--- src/rtl/serial_parity_pkg.sv ---
// rtl/serial_parity_pkg.sv - shared types and constants for the parity-protected serial link
//
// Holds the receiver state encoding, the default word width and the idle
// level of the serial line. Imported by serial_parity_rx.

package serial_parity_pkg;

    // Receiver frame states: waiting for a start bit, collecting data bits,
    // sampling the parity bit, sampling the stop bit.
    typedef enum logic [1:0] {
        IDLE   = 2'd0,
        DATA   = 2'd1,
        PARITY = 2'd2,
        STOP   = 2'd3
    } rx_state_e;

    // Default number of data bits per frame.
    localparam int DEFAULT_DATA_W = 8;

    // The line rests high between frames; a low sample in IDLE is a start bit.
    localparam logic LINE_IDLE = 1'b1;

endpackage : serial_parity_pkg

--- src/rtl/parity_acc.sv ---
// rtl/parity_acc.sv - 1-bit XOR parity accumulator with synchronous clear and enable
//
// Ports:
//   clk    in   clock, rising edge
//   rst_n  in   asynchronous active-low reset, clears acc
//   clr    in   synchronous clear; wins over en
//   en     in   fold d into the running XOR this cycle
//   d      in   bit to accumulate
//   acc    out  running XOR of every d accepted since the last clear

module parity_acc (
    input  logic clk,
    input  logic rst_n,
    input  logic clr,
    input  logic en,
    input  logic d,
    output logic acc
);

    logic acc_q;
    logic acc_d;

    always_comb begin
        acc_d = acc_q;
        if (clr) begin
            acc_d = 1'b0;
        end else if (en) begin
            acc_d = acc_q ^ d;
        end
    end

    always_ff @(posedge clk or negedge rst_n) begin
        if (!rst_n) begin
            acc_q <= 1'b0;
        end else begin
            acc_q <= acc_d;
        end
    end

    assign acc = acc_q;

endmodule : parity_acc

--- src/rtl/serial_parity_rx.sv ---
// rtl/serial_parity_rx.sv - bit-serial frame receiver with XOR parity and stop-bit checking
//
// Frame on rx_in, one bit per bit_en strobe:
//   start (0), DATA_W data bits LSB first, parity bit, stop bit (1).
//
// Parameters:
//   DATA_W      data bits per frame (2..16)
//   ODD_PARITY  0: data ^ parity must be 0; 1: data ^ parity must be 1
//
// Ports:
//   clk         in   single clock, rising edge
//   rst_n       in   asynchronous active-low reset
//   bit_en      in   one-cycle sample strobe per bit time
//   rx_in       in   serial line, idles high
//   data_out    out  last received word, held until the next frame completes
//   data_valid  out  one-cycle pulse per completed frame (errors included)
//   parity_err  out  parity result of the last frame
//   frame_err   out  stop bit of the last frame was sampled low
//   busy        out  frame in progress

module serial_parity_rx
    import serial_parity_pkg::*;
#(
    parameter int DATA_W     = DEFAULT_DATA_W,
    parameter bit ODD_PARITY = 1'b0
) (
    input  logic              clk,
    input  logic              rst_n,
    input  logic              bit_en,
    input  logic              rx_in,
    output logic [DATA_W-1:0] data_out,
    output logic              data_valid,
    output logic              parity_err,
    output logic              frame_err,
    output logic              busy
);

    localparam int CNT_W = $clog2(DATA_W + 1);
    // Counter value while the final data bit is being sampled.
    localparam logic [CNT_W-1:0] LAST_BIT = CNT_W'(DATA_W - 1);

    rx_state_e         state_q, state_d;
    logic [CNT_W-1:0]  cnt_q,   cnt_d;
    logic [DATA_W-1:0] shift_q, shift_d;
    logic [DATA_W-1:0] data_q,  data_d;
    logic              valid_q, valid_d;
    logic              perr_q,  perr_d;
    logic              ferr_q,  ferr_d;
    logic              busy_q,  busy_d;

    logic acc_clr;
    logic acc_en;
    logic acc;

    // Running XOR over the data bits and the parity bit of the current frame.
    parity_acc u_parity_acc (
        .clk   (clk),
        .rst_n (rst_n),
        .clr   (acc_clr),
        .en    (acc_en),
        .d     (rx_in),
        .acc   (acc)
    );

    always_comb begin
        state_d = state_q;
        cnt_d   = cnt_q;
        shift_d = shift_q;
        data_d  = data_q;
        valid_d = 1'b0;
        perr_d  = perr_q;
        ferr_d  = ferr_q;
        acc_clr = 1'b0;
        acc_en  = 1'b0;

        // Nothing advances without a strobe; every register holds its value.
        if (bit_en) begin
            unique case (state_q)
                IDLE: begin
                    if (rx_in != LINE_IDLE) begin
                        state_d = DATA;
                        cnt_d   = '0;
                        acc_clr = 1'b1;
                    end
                end
                DATA: begin
                    // Shift in at the MSB so the first (LSB) bit lands at bit 0.
                    shift_d = {rx_in, shift_q[DATA_W-1:1]};
                    acc_en  = 1'b1;
                    cnt_d   = cnt_q + CNT_W'(1);
                    if (cnt_q == LAST_BIT) begin
                        state_d = PARITY;
                    end
                end
                PARITY: begin
                    acc_en  = 1'b1;
                    state_d = STOP;
                end
                STOP: begin
                    data_d  = shift_q;
                    perr_d  = acc ^ ODD_PARITY;
                    ferr_d  = ~rx_in;
                    valid_d = 1'b1;
                    state_d = IDLE;
                end
                default: begin
                    state_d = IDLE;
                end
            endcase
        end

        // Registered so busy drops in the same cycle data_valid rises.
        busy_d = (state_d != IDLE);
    end

    always_ff @(posedge clk or negedge rst_n) begin
        if (!rst_n) begin
            state_q <= IDLE;
            cnt_q   <= '0;
            shift_q <= '0;
            data_q  <= '0;
            valid_q <= 1'b0;
            perr_q  <= 1'b0;
            ferr_q  <= 1'b0;
            busy_q  <= 1'b0;
        end else begin
            state_q <= state_d;
            cnt_q   <= cnt_d;
            shift_q <= shift_d;
            data_q  <= data_d;
            valid_q <= valid_d;
            perr_q  <= perr_d;
            ferr_q  <= ferr_d;
            busy_q  <= busy_d;
        end
    end

    assign data_out   = data_q;
    assign data_valid = valid_q;
    assign parity_err = perr_q;
    assign frame_err  = ferr_q;
    assign busy       = busy_q;

endmodule : serial_parity_rx

--- config.mk ---
export PLATFORM = sky130hd
export DESIGN_NAME = serial_parity_rx
export DESIGN_NICKNAME = d
export VERILOG_FILES = /design/src/rtl/serial_parity_pkg.sv /design/src/rtl/parity_acc.sv /design/src/rtl/serial_parity_rx.sv
export SDC_FILE = /design/constraint.sdc
export NUM_CORES = 1
export LEC_CHECK = 0
export BUFFER_PORTS_ARGS = -buffer_cell sky130_fd_sc_hd__buf_2
export CORE_ASPECT_RATIO = 0.5
export CORE_MARGIN = 5
export CORE_UTILIZATION = 40
export DETAILED_ROUTE_END_ITERATION = 10
export SLEW_MARGIN = 20
export SYNTH_ARGS = -nofsm -noshare
export SYNTH_HDL_FRONTEND = slang
export SYNTH_SLANG_ARGS = --single-unit
--- constraint.sdc ---
create_clock -name clk -period 1.82 [get_ports clk]
set_input_delay 0 -clock clk [delete_from_list [all_inputs] [get_ports clk]]
set_output_delay 0 -clock clk [all_outputs]
set_load 0.02 [all_outputs]
==> flow_summary_export.csv, run 1 <==
group,metric,value,unit
status,status,"completed",
routing,wl,2.06,mm
clock_network,clock-sinks,27,
routing,met3_length,88,um
global_route,grtUsageTotal,10.8,%
timing,slew_headroom,59.9,%
routing,num_vias,754,
place,dp_hpwl,1.43,mm
critical_path,worstPathRequired,2.05,ns
logic_synthesis,synth.top_cells.by_area,"dfrtp_1 55%, mux2_2 17%, ha_1 6.1%, a2111oi_4 2.2%, o21ai_0 1.6%",
cells_and_area,mostFrequentLayoutCell,"dfrtp_1",
timing,fin_crit,1.64,ns
timing,finClkSkew,0.00262,ns
cells_and_area,layout-drive-gt1-share,40.7,%
die,io_pins,16,
routing,drt_iter0_drc,25,
critical_path,cp_slowest_cell,"dfrtp_1",
place,gp_routability_congestion,0.698,
timing,setup-tns-final,0,ns
timing,fmax,0.611,GHz
cells_and_area,fin_nets,119,
clock_network,path_clk_slew,0.10,ns
logic_synthesis,yosysUniqueCellTypes,31,
die,die_w,88.3,um
critical_path,cp_max_fo,10,
global_route,antenna_found_initial,0,
routing,dr.pass1.iters,4,
logic_synthesis,syn_inst,90,
place,portBuffers,15,
job,cap_violations,0,
clock_network,ctsLongestPathBuffers,2,
power_and_ir_drop,leakage,0.659,nW
critical_path,crit_buf_inv,1,
logic_synthesis,synth_largest_area_cell,"dfrtp_1",
die,die_h,49.2,um
critical_path,worstPathCellList,"inv_1 > ha_2 > nand2_2 > a2111oi_4 > a211o_2",
logic_synthesis,synth_top_area_share,55.0,%
logic_synthesis,ys_seq_elements,27,
critical_path,crit_path_max_incr_delay,0.44,ns
timing,maxSlewViolCount,0,
routing,ant_nets,0,
timing,worst_hold_slack,0.0601,ns
clock_network,cts_tree,"done",
logic_synthesis,syn_area_per_cell,13.6,um2
clock_network,insertion_delay,0.28,ns
logic_synthesis,ys_warn_count,0,
logic_synthesis,netlist_area,1230,um2
cells_and_area,antennaDiodeCount,0,
clock_network,numCtsBuffers,3,
clock_network,cts.htree.levels,1,
timing,finalSetupViolCount,0,
logic_synthesis,yosysSeqAreaShare,55.0,%
clock_network,postCtsSetupBuffers,0,
critical_path,cp_top_family,"compound AO/OA/AOI/OAI gates",
global_route,overflow,0,
logic_synthesis,syn_nets,100,
routing,drc,0,
routing,avgRoutedWirePerCell,13.9,um
die,start_util,41.2,%
routing,wl_met1,951,um
critical_path,end_kind,"flip-flop",
routing,top_layer_used,"met4",
power_and_ir_drop,power_density,1760,nW/um2
global_route,grt_max_degree,28,
cells_and_area,n_fill_cell,281,
clock_network,root_buffer,"clkbuf_8",
critical_path,cp_data_arrival_time,1.86,ns
timing,min_period_over_period,89.9,%
global_route,grt_pass1_wl,3.52,mm
die,coreArea,2980,um2
cells_and_area,syn2layout_area_growth,13.9,%
min_path,hold_path.class,"input pin to flip-flop",
die,rows,14,
timing,rsz0062_at_grt,"no",
cells_and_area,final_cell_mix,"27 x dfrtp_1, 18 x mux2_2, 15 x buf_2",
timing,hold_viol,0,
die,dieArea,4340,um2
critical_path,startpoint_type,"flip-flop",
routing,routed_via_density,5.09,
global_route,grt_pass1_vias,713,
critical_path,crit_type,"flip-flop to flip-flop",
timing,tightest_slew,0.601,ns
power_and_ir_drop,ir_drop,608,uV
routing,dr_wl_met2,979,um
[repair_timing]
action | in CTS | in global routing
hold buffers | 1 | 0
gates resized for setup | 0 | 1
endpoints found under the hold margin | 27 | 0
setup endpoints to repair | 0 | 1
[report_power, final]
group | total (mW) | switching [mW] | internal, mW
Combinational | 1.03 | 0.530 | 0.497
Sequential | 1.07 | 0.186 | 0.889
Clock | 0.354 | 0.198 | 0.156
[metal layers]
| layer | global-route usage (%) | vias to the layer above |
|---|---|---|
| met1 | 13.5 | 375 |
| met4 | 4.52 | 0 |
| met3 | 4.22 | 4 |
| met2 | 16.6 | 13 |
| li1 | - | 362 |
| met5 | 0 | - |
[area by class of cell]
class | instances | area (um2) | area share [%]
sequential | 27 | 676 | 48.3
multi-input combinational | 56 | 515 | 36.9
timing repair buffer | 17 | 92.6 | 6.62
tap | 40 | 50.0 | 3.58
clock buffer | 3 | 41.3 | 2.95
inverter | 4 | 15.0 | 1.07
clock inverter | 1 | 7.51 | 0.537
[cells by family after synthesis]
family	after synthesis	synth area share, %
compound gates	18	12.4
fa+ha+maj	6	6.12
buf+inv	7	3.16
flops	27	55.0
mux	19	17.3
simple gates	13	5.91
[worst paths after layout]
kind / start / endpoint / slack [ns] / cells past startpoint
setup reg to reg: state_q[1] / cnt_q[3] / 0.18 / 5
max in group asynchronous: rst_n / data_out[5] / 1.17 / 2
min in group asynchronous: rst_n / state_q[1] / 0.25 / 2
hold / removal: rx_in / frame_err / 0.06 / 2
hold reg to reg: frame_err / frame_err / 0.48 / 2
setup / recovery: state_q[1] / cnt_q[3] / 0.18 / 5
[flip-flops by register name, summed over array words and instances, names as in the netlist]
register          cells
data_out              8
shift_q               8
cnt_q                 4
state_q               2
busy                  1
data_valid            1
frame_err             1
parity_err            1
u_parity_acc.acc      1
[Yosys cell counts]
| library cell | number |
|---|---|
| and3b_1 | 1 |
| dfrtp_1 | 27 |
| a31oi_1 | 1 |
| o21ai_0 | 4 |
| nand2_1 | 5 |
| buf_4 | 1 |
| a21boi_2 | 1 |
| ha_1 | 6 |
| inv_1 | 4 |
| a22o_2 | 1 |
| a221o_1 | 1 |
| and4b_1 | 1 |
| mux2_2 | 18 |
| a211o_2 | 1 |
| nor2b_1 | 1 |
| buf_6 | 1 |
| nand2_2 | 1 |
| a21oi_1 | 1 |
| a22o_1 | 2 |
| nor2_1 | 1 |
| and3_1 | 1 |
| buf_2 | 1 |
| o211ai_1 | 1 |
| a311oi_1 | 1 |
| a2111oi_4 | 1 |
| o22ai_1 | 1 |
| mux2i_1 | 1 |
| or2b_1 | 1 |
| nand3_1 | 1 |
| o21ai_1 | 1 |
| a21boi_0 | 1 |
[stage by stage]
step / setup WS [ns] / instances / power (mW) / util [%] / area, um2
floorplan: 0.343 / 90 / 1.84 / - / 1230
global placement: 0.0708 / 143 / 2.10 / 44.9 / 1340
detailed placement: 0.0875 / 143 / 2.13 / 44.9 / 1340
CTS: 0.0768 / 148 / 2.48 / 46.8 / 1400
global route: 0.0676 / 148 / 2.65 / 46.9 / 1400
finish: 0.184 / 148 / 2.46 / 46.9 / 1400
Note: power is estimated with default switching activity, not from simulation.
==> run 2, diff against run 1 <==
--- a/config.mk
+++ b/config.mk
@@ -10,6 +10,7 @@
 export CORE_MARGIN = 5
 export CORE_UTILIZATION = 40
 export DETAILED_ROUTE_END_ITERATION = 10
+export RECOVER_POWER = 100
 export SLEW_MARGIN = 20
 export SYNTH_ARGS = -nofsm -noshare
 export SYNTH_HDL_FRONTEND = slang
==> run 2 against run 1 <==
Effect of this change:
- setup slack worse by 0.00064 ns
- clock-buffer cell count did not move
- combinational power shrank 4%
- flip-flop and latch count unchanged
- register-to-register slack is essentially flat
- largest cell class unchanged
==> flow_summary_export.csv, run 2 (synthesized netlist as in run 1, its figures left out) <==
group,metric,value,unit
status,status,"completed",
routing,num_vias,753,
power_and_ir_drop,power_density,1760,nW/um2
power_and_ir_drop,swShare,37.9,%
global_route,top_usage_layer,"met2",
die,die_h,49.2,um
timing,slew_headroom,55.4,%
critical_path,r2r_cells,5,
cells_and_area,final_cell_mix,"27 x dfrtp_1, 18 x mux2_2, 12 x clkbuf_1",
critical_path,cp_slowest_cell,"dfrtp_1",
die,rows,14,
clock_network,insertion_delay,0.28,ns
critical_path,worstPathCellList,"inv_1 > ha_1 > a21boi_2 > o21ai_1 > a221o_1",
power_and_ir_drop,internal_power,1.51,mW
job,cap_violations,0,
timing,fin_crit,1.64,ns
cells_and_area,antennaDiodeCount,0,
power_and_ir_drop,p_comb_share,40.9,%
timing,setup-tns-final,0,ns
clock_network,cts_tree,"done",
routing,ant_nets,0,
clock_network,cts.htree.levels,1,
place,gp_routability_congestion,0.698,
place,place_inst,143,
clock_network,ctsLongestPathBuffers,2,
timing,maxSlewViolCount,0,
global_route,use_met1,13.5,%
place,pre_cts_ws,0.0875,ns
timing,min_period_over_period,89.9,%
cells_and_area,finalNonFillerCells,148,
critical_path,crit_type,"flip-flop to flip-flop",
global_route,grt_pass1_vias,713,
timing,fmax,0.611,GHz
cells_and_area,layout-drive-gt1-share,29.6,%
global_route,overflow,0,
die,dieArea,4340,um2
routing,avgRoutedWirePerCell,13.9,um
min_path,hold_path.class,"input pin to flip-flop",
power_and_ir_drop,ir_drop,586,uV
place,placed_area,1340,um2
critical_path,worstPathRequired,1.99,ns
power_and_ir_drop,clkPwrFrac,14.6,%
global_route,grtUsageMet3,4.22,%
min_path,holdPathStages,2,
global_route,antenna_found_initial,0,
timing,hold_viol,0,
power_and_ir_drop,leakage,0.621,nW
critical_path,cp_max_fo,6,
place,dp_hpwl,1.43,mm
die,start_util,41.2,%
critical_path,startpoint_type,"flip-flop",
die,coreArea,2980,um2
timing,rsz0062_at_grt,"no",
cells_and_area,syn2layout_area_growth,12.6,%
power_and_ir_drop,p_sw,920,uW
power_and_ir_drop,pwr-share-seq,44.5,%
routing,drt_iter0_drc,26,
global_route,grt_max_degree,28,
timing,worst_hold_slack,0.0599,ns
clock_network,root_buffer,"clkbuf_8",
clock_network,postCtsSetupBuffers,0,
clock_network,path_clk_slew,0.10,ns
critical_path,cp_data_arrival_time,1.81,ns
critical_path,end_kind,"flip-flop",
timing,setup_slack,0.184,ns
critical_path,crit_path_max_incr_delay,0.44,ns
power_and_ir_drop,finalPower,2.43,mW
cells_and_area,final_area,1380,um2
global_route,use_met2,16.6,%
timing,tightest_slew,0.669,ns
clock_network,numCtsBuffers,3,
die,die_w,88.3,um
place,portBuffers,15,
timing,finalSetupViolCount,0,
timing,finClkSkew,0.00276,ns
cells_and_area,final_util,46.4,%
routing,drc,0,
global_route,grt_pass1_wl,3.52,mm
global_route,grtUsageTotal,10.8,%
routing,dr.pass1.iters,4,
clock_network,clock-sinks,27,
routing,wl,2.06,mm
cells_and_area,fin_nets,119,
routing,routed_via_density,5.09,
die,io_pins,16,
cells_and_area,mostFrequentLayoutCell,"dfrtp_1",
[run 2: power groups by stage]
stage	clock [mW]	sequential [mW]	combinational [mW]
6_report	0.354	1.08	0.993
5_1_grt	0.403	1.12	1.09
4_1_cts	0.366	1.08	1.04
3_5_place_dp	0	1.09	1.04
3_3_place_gp	0	1.09	1.01
2_1_floorplan	0	1.21	0.636
[run 2: critical path: cells and delay by family, from the launching register on]
| kind | cells | cell delay (ns) |
|---|---|---|
| compound gates | 3 | 0.68 |
| fa+ha+maj | 1 | 0.30 |
| buf+inv | 1 | 0.11 |
| flops | 1 | 0.44 |
[run 2: worst paths after layout]
path                       startpoint           to  slack, ns
setup / recovery           state_q[0]     cnt_q[2]       0.18
hold / removal                  rx_in    frame_err       0.06
setup reg to reg           state_q[0]     cnt_q[2]       0.18
hold reg to reg             frame_err    frame_err       0.49
max in group asynchronous       rst_n  data_out[5]       1.11
min in group asynchronous       rst_n   state_q[1]       0.28
[run 2: metal layers]
metal,share of wire [%],vias up
li1,-,362
met1,46,374
met2,47,13
met3,4.4,4
met4,1.7,0
met5,0,-
[run 2: final cells by class]
cell class | instances | area, um2
clock buffers | 3 | 41.3
fillers | 281 | 1600
inverters | 4 | 15.0
clock inverters | 1 | 7.51
well taps | 40 | 50.0
repair buffers | 17 | 77.6
multi-input cells | 56 | 515
flip-flops and latches | 27 | 676
[run 2: repair_timing]
action | in CTS | in global routing
hold buffers | 1 | 0
endpoints found under the setup margin | 0 | 1
resized for setup | 0 | 1
hold endpoints to repair | 27 | 0
==> run 3, diff against run 2 <==
--- a/config.mk
+++ b/config.mk
@@ -14,4 +14,5 @@
 export SLEW_MARGIN = 20
 export SYNTH_ARGS = -nofsm -noshare
 export SYNTH_HDL_FRONTEND = slang
+export SYNTH_HIERARCHICAL = 1
 export SYNTH_SLANG_ARGS = --single-unit
==> run 3 against run 2 <==
Effect of this change:
- wire length is 3.9% lower
- setup slack got worse by 0.063 ns
- hold slack got worse by 0.0023 ns
- clock skew rose by 0.0019 ns
- non-clock buffer count unchanged
- flip-flop and latch count is the same
- critical path depth shrank 1
- global-route usage fell by 0.76 points
- area after synthesis rose by 0.20%
- critical path type unchanged
==> flow_summary_export.csv, run 3 <==
group,metric,value,unit
status,status,"completed",
place,portBuffers,15,
critical_path,startpoint_type,"flip-flop",
timing,worst_hold_slack,0.0576,ns
clock_network,cts_tree,"done",
min_path,hold_path.class,"input pin to flip-flop",
critical_path,reg2reg_from,"state_q[0]",
logic_synthesis,ys_warn_count,6,
routing,avgRoutedWirePerCell,13.4,um
logic_synthesis,ys_seq_elements,27,
cells_and_area,multi_input_area,517,um2
critical_path,cp_data_arrival_time,1.87,ns
timing,finalSetupViolCount,0,
critical_path,r2r_end,"data_out[3]",
place,gp_routability_congestion,0.777,
timing,finClkSkew,0.00465,ns
routing,dr.pass1.iters,4,
clock_network,path_clk_slew,0.10,ns
routing,drt_iter0_drc,27,
logic_synthesis,synth_top_area_share,54.9,%
timing,hold_viol,0,
routing,wl,1.98,mm
min_path,worstHoldEndpoint,"frame_err",
logic_synthesis,syn_nets,98,
job,cap_violations,0,
critical_path,crit_type,"flip-flop to flip-flop",
critical_path,r2r_cells,4,
logic_synthesis,syn_inst,89,
global_route,grtUsageMet3,3.04,%
die,coreArea,2980,um2
timing,maxSlewViolCount,0,
cells_and_area,fin_nets,118,
critical_path,crit_path_max_incr_delay,0.47,ns
die,die_w,88.4,um
logic_synthesis,yosysSeqAreaShare,54.9,%
timing,fin_crit,1.70,ns
logic_synthesis,syn_area_per_cell,13.8,um2
timing,fmax,0.588,GHz
cells_and_area,mostFrequentLayoutCell,"dfrtp_1",
cells_and_area,final_util,46.3,%
global_route,use_met2,15.9,%
cells_and_area,syn2layout_area_growth,12.2,%
die,die_h,49.2,um
critical_path,cp_max_fo,12,
logic_synthesis,synth-edff-count,0,
logic_synthesis,yosysMostFrequentCell,"dfrtp_1",
global_route,overflow,0,
routing,drc,0,
logic_synthesis,ys.flop_type,"dfrtp_1",
critical_path,r2r_setup_slack,0.12,ns
die,rows,14,
timing,rsz0062_at_grt,"no",
routing,ant_nets,0,
critical_path,worstPathCellList,"ha_1 > nand2_1 > clkbuf_1 > mux2_2",
global_route,use_met1,12.9,%
timing,setup-tns-final,0,ns
global_route,grtUsageTotal,10.0,%
routing,routed_via_density,5.01,
logic_synthesis,netlist_area,1230,um2
clock_network,numCtsBuffers,3,
logic_synthesis,yosysUniqueCellTypes,32,
power_and_ir_drop,power_density,1510,nW/um2
global_route,grt_max_degree,28,
cells_and_area,n_fill_cell,294,
place,dp_hpwl,1.44,mm
clock_network,insertion_delay,0.27,ns
clock_network,ctsLongestPathBuffers,2,
clock_network,clock-sinks,27,
global_route,top_usage_layer,"met2",
critical_path,cp_slowest_cell,"clkbuf_1",
timing,slew_headroom,56.3,%
min_path,holdPathStages,2,
die,dieArea,4350,um2
logic_synthesis,synthArstFlopShare,100,%
global_route,grt_pass1_vias,731,
cells_and_area,final_cell_mix,"27 x dfrtp_1, 18 x mux2_2, 13 x clkbuf_1",
logic_synthesis,synth.top_cells.by_area,"dfrtp_1 55%, mux2_2 16%, ha_1 5.1%, a2111oi_4 2.2%, and2b_2 1.4%",
cells_and_area,register_area,676,um2
global_route,antenna_found_initial,0,
timing,tightest_slew,0.655,ns
logic_synthesis,synth_largest_area_cell,"dfrtp_1",
logic_synthesis,synth_common_cells,"27 x dfrtp_1, 18 x mux2_2, 5 x ha_1, 4 x inv_1",
routing,num_vias,742,
global_route,grt_pass1_wl,3.39,mm
power_and_ir_drop,ir_drop,475,uV
min_path,holdCritStartpoint,"rx_in",
critical_path,worstPathRequired,1.99,ns
die,start_util,41.3,%
die,io_pins,16,
clock_network,cts.htree.levels,1,
critical_path,end_kind,"flip-flop",
power_and_ir_drop,leakage,0.623,nW
cells_and_area,layout-drive-gt1-share,32.4,%
clock_network,root_buffer,"clkbuf_8",
cells_and_area,antennaDiodeCount,0,
clock_network,postCtsSetupBuffers,0,
timing,min_period_over_period,93.4,%
run 3: cell types whose count changed in the layout (fill, tap and decap cells not counted), sizes merged, moves of 2 or more:
cell	previous run	this run
a22o	3	1
and2	0	2
and2b	0	2
nand2	6	4
run 3: metrics by stage:
stage          setup slack [ns]  instance area [um2]  total power, mW  std cells
2_1_floorplan             0.334                 1230             1.57         89
3_3_place_gp              0.106                 1350             1.77        143
3_5_place_dp             0.0980                 1350             1.79        143
6_report                  0.120                 1380             2.08        148
4_1_cts                  0.0723                 1410             2.14        148
5_1_grt                  0.0318                 1380             2.23        148
run 3: timing repair:
item / 4_1_cts / 5_1_grt
hold endpoints to repair: 27 / 0
endpoints found under the setup margin: 0 / 2
gates resized for setup: 0 / 1
hold buffers: 1 / 0
run 3: logic make-up after synthesis:
| group | Yosys count | share of synthesized area (%) |
|---|---|---|
| buffers and inverters | 6 | 2.24 |
| DFF | 27 | 54.9 |
| adders and majority gates | 5 | 5.09 |
| muxes | 18 | 16.5 |
| AOI/OAI and AO/OA | 16 | 12.3 |
| and+or+nand+nor | 17 | 8.95 |
run 3: cell type report:
| cell class | count | share of cell area, % |
|---|---|---|
| timing repair buffer | 17 | 5.35 |
| clock buffer | 3 | 2.99 |
| multi-input combinational | 56 | 37.4 |
| sequential | 27 | 49.0 |
| clock inverter | 1 | 0.544 |
| tap | 40 | 3.63 |
| inverter | 4 | 1.09 |
run 3: power by group:
group | internal [mW] | total [mW] | switching [mW]
logic | 0.353 | 0.733 | 0.380
registers | 0.844 | 0.999 | 0.155
clock network | 0.155 | 0.348 | 0.193
run 3: worst max path at each step:
stage / start / endpoint / slack (ns) / cells after the start
2_1_floorplan: state_q[1] / state_q[0] / 0.33 / 5
3_3_place_gp: state_q[1] / cnt_q[3] / 0.11 / 5
3_5_place_dp: state_q[1] / cnt_q[3] / 0.1 / 5
4_1_cts: state_q[1] / cnt_q[3] / 0.07 / 5
5_1_grt: state_q[0] / data_out[3] / 0.03 / 4
6_report: state_q[0] / data_out[3] / 0.12 / 4
run 3: per-layer routing:
metal	wire [um]	up-vias
met1	943	364
met3	93	4
li1	-	357
met2	925	17
met5	0	-
met4	20	0
run 3: worst max-delay path, delay by kind of cell (launching register included):
family | cells | cell delay, ns
simple gates | 1 | 0.06
fa+ha+maj | 1 | 0.21
buf+inv | 1 | 0.47
flops | 1 | 0.44
mux | 1 | 0.40
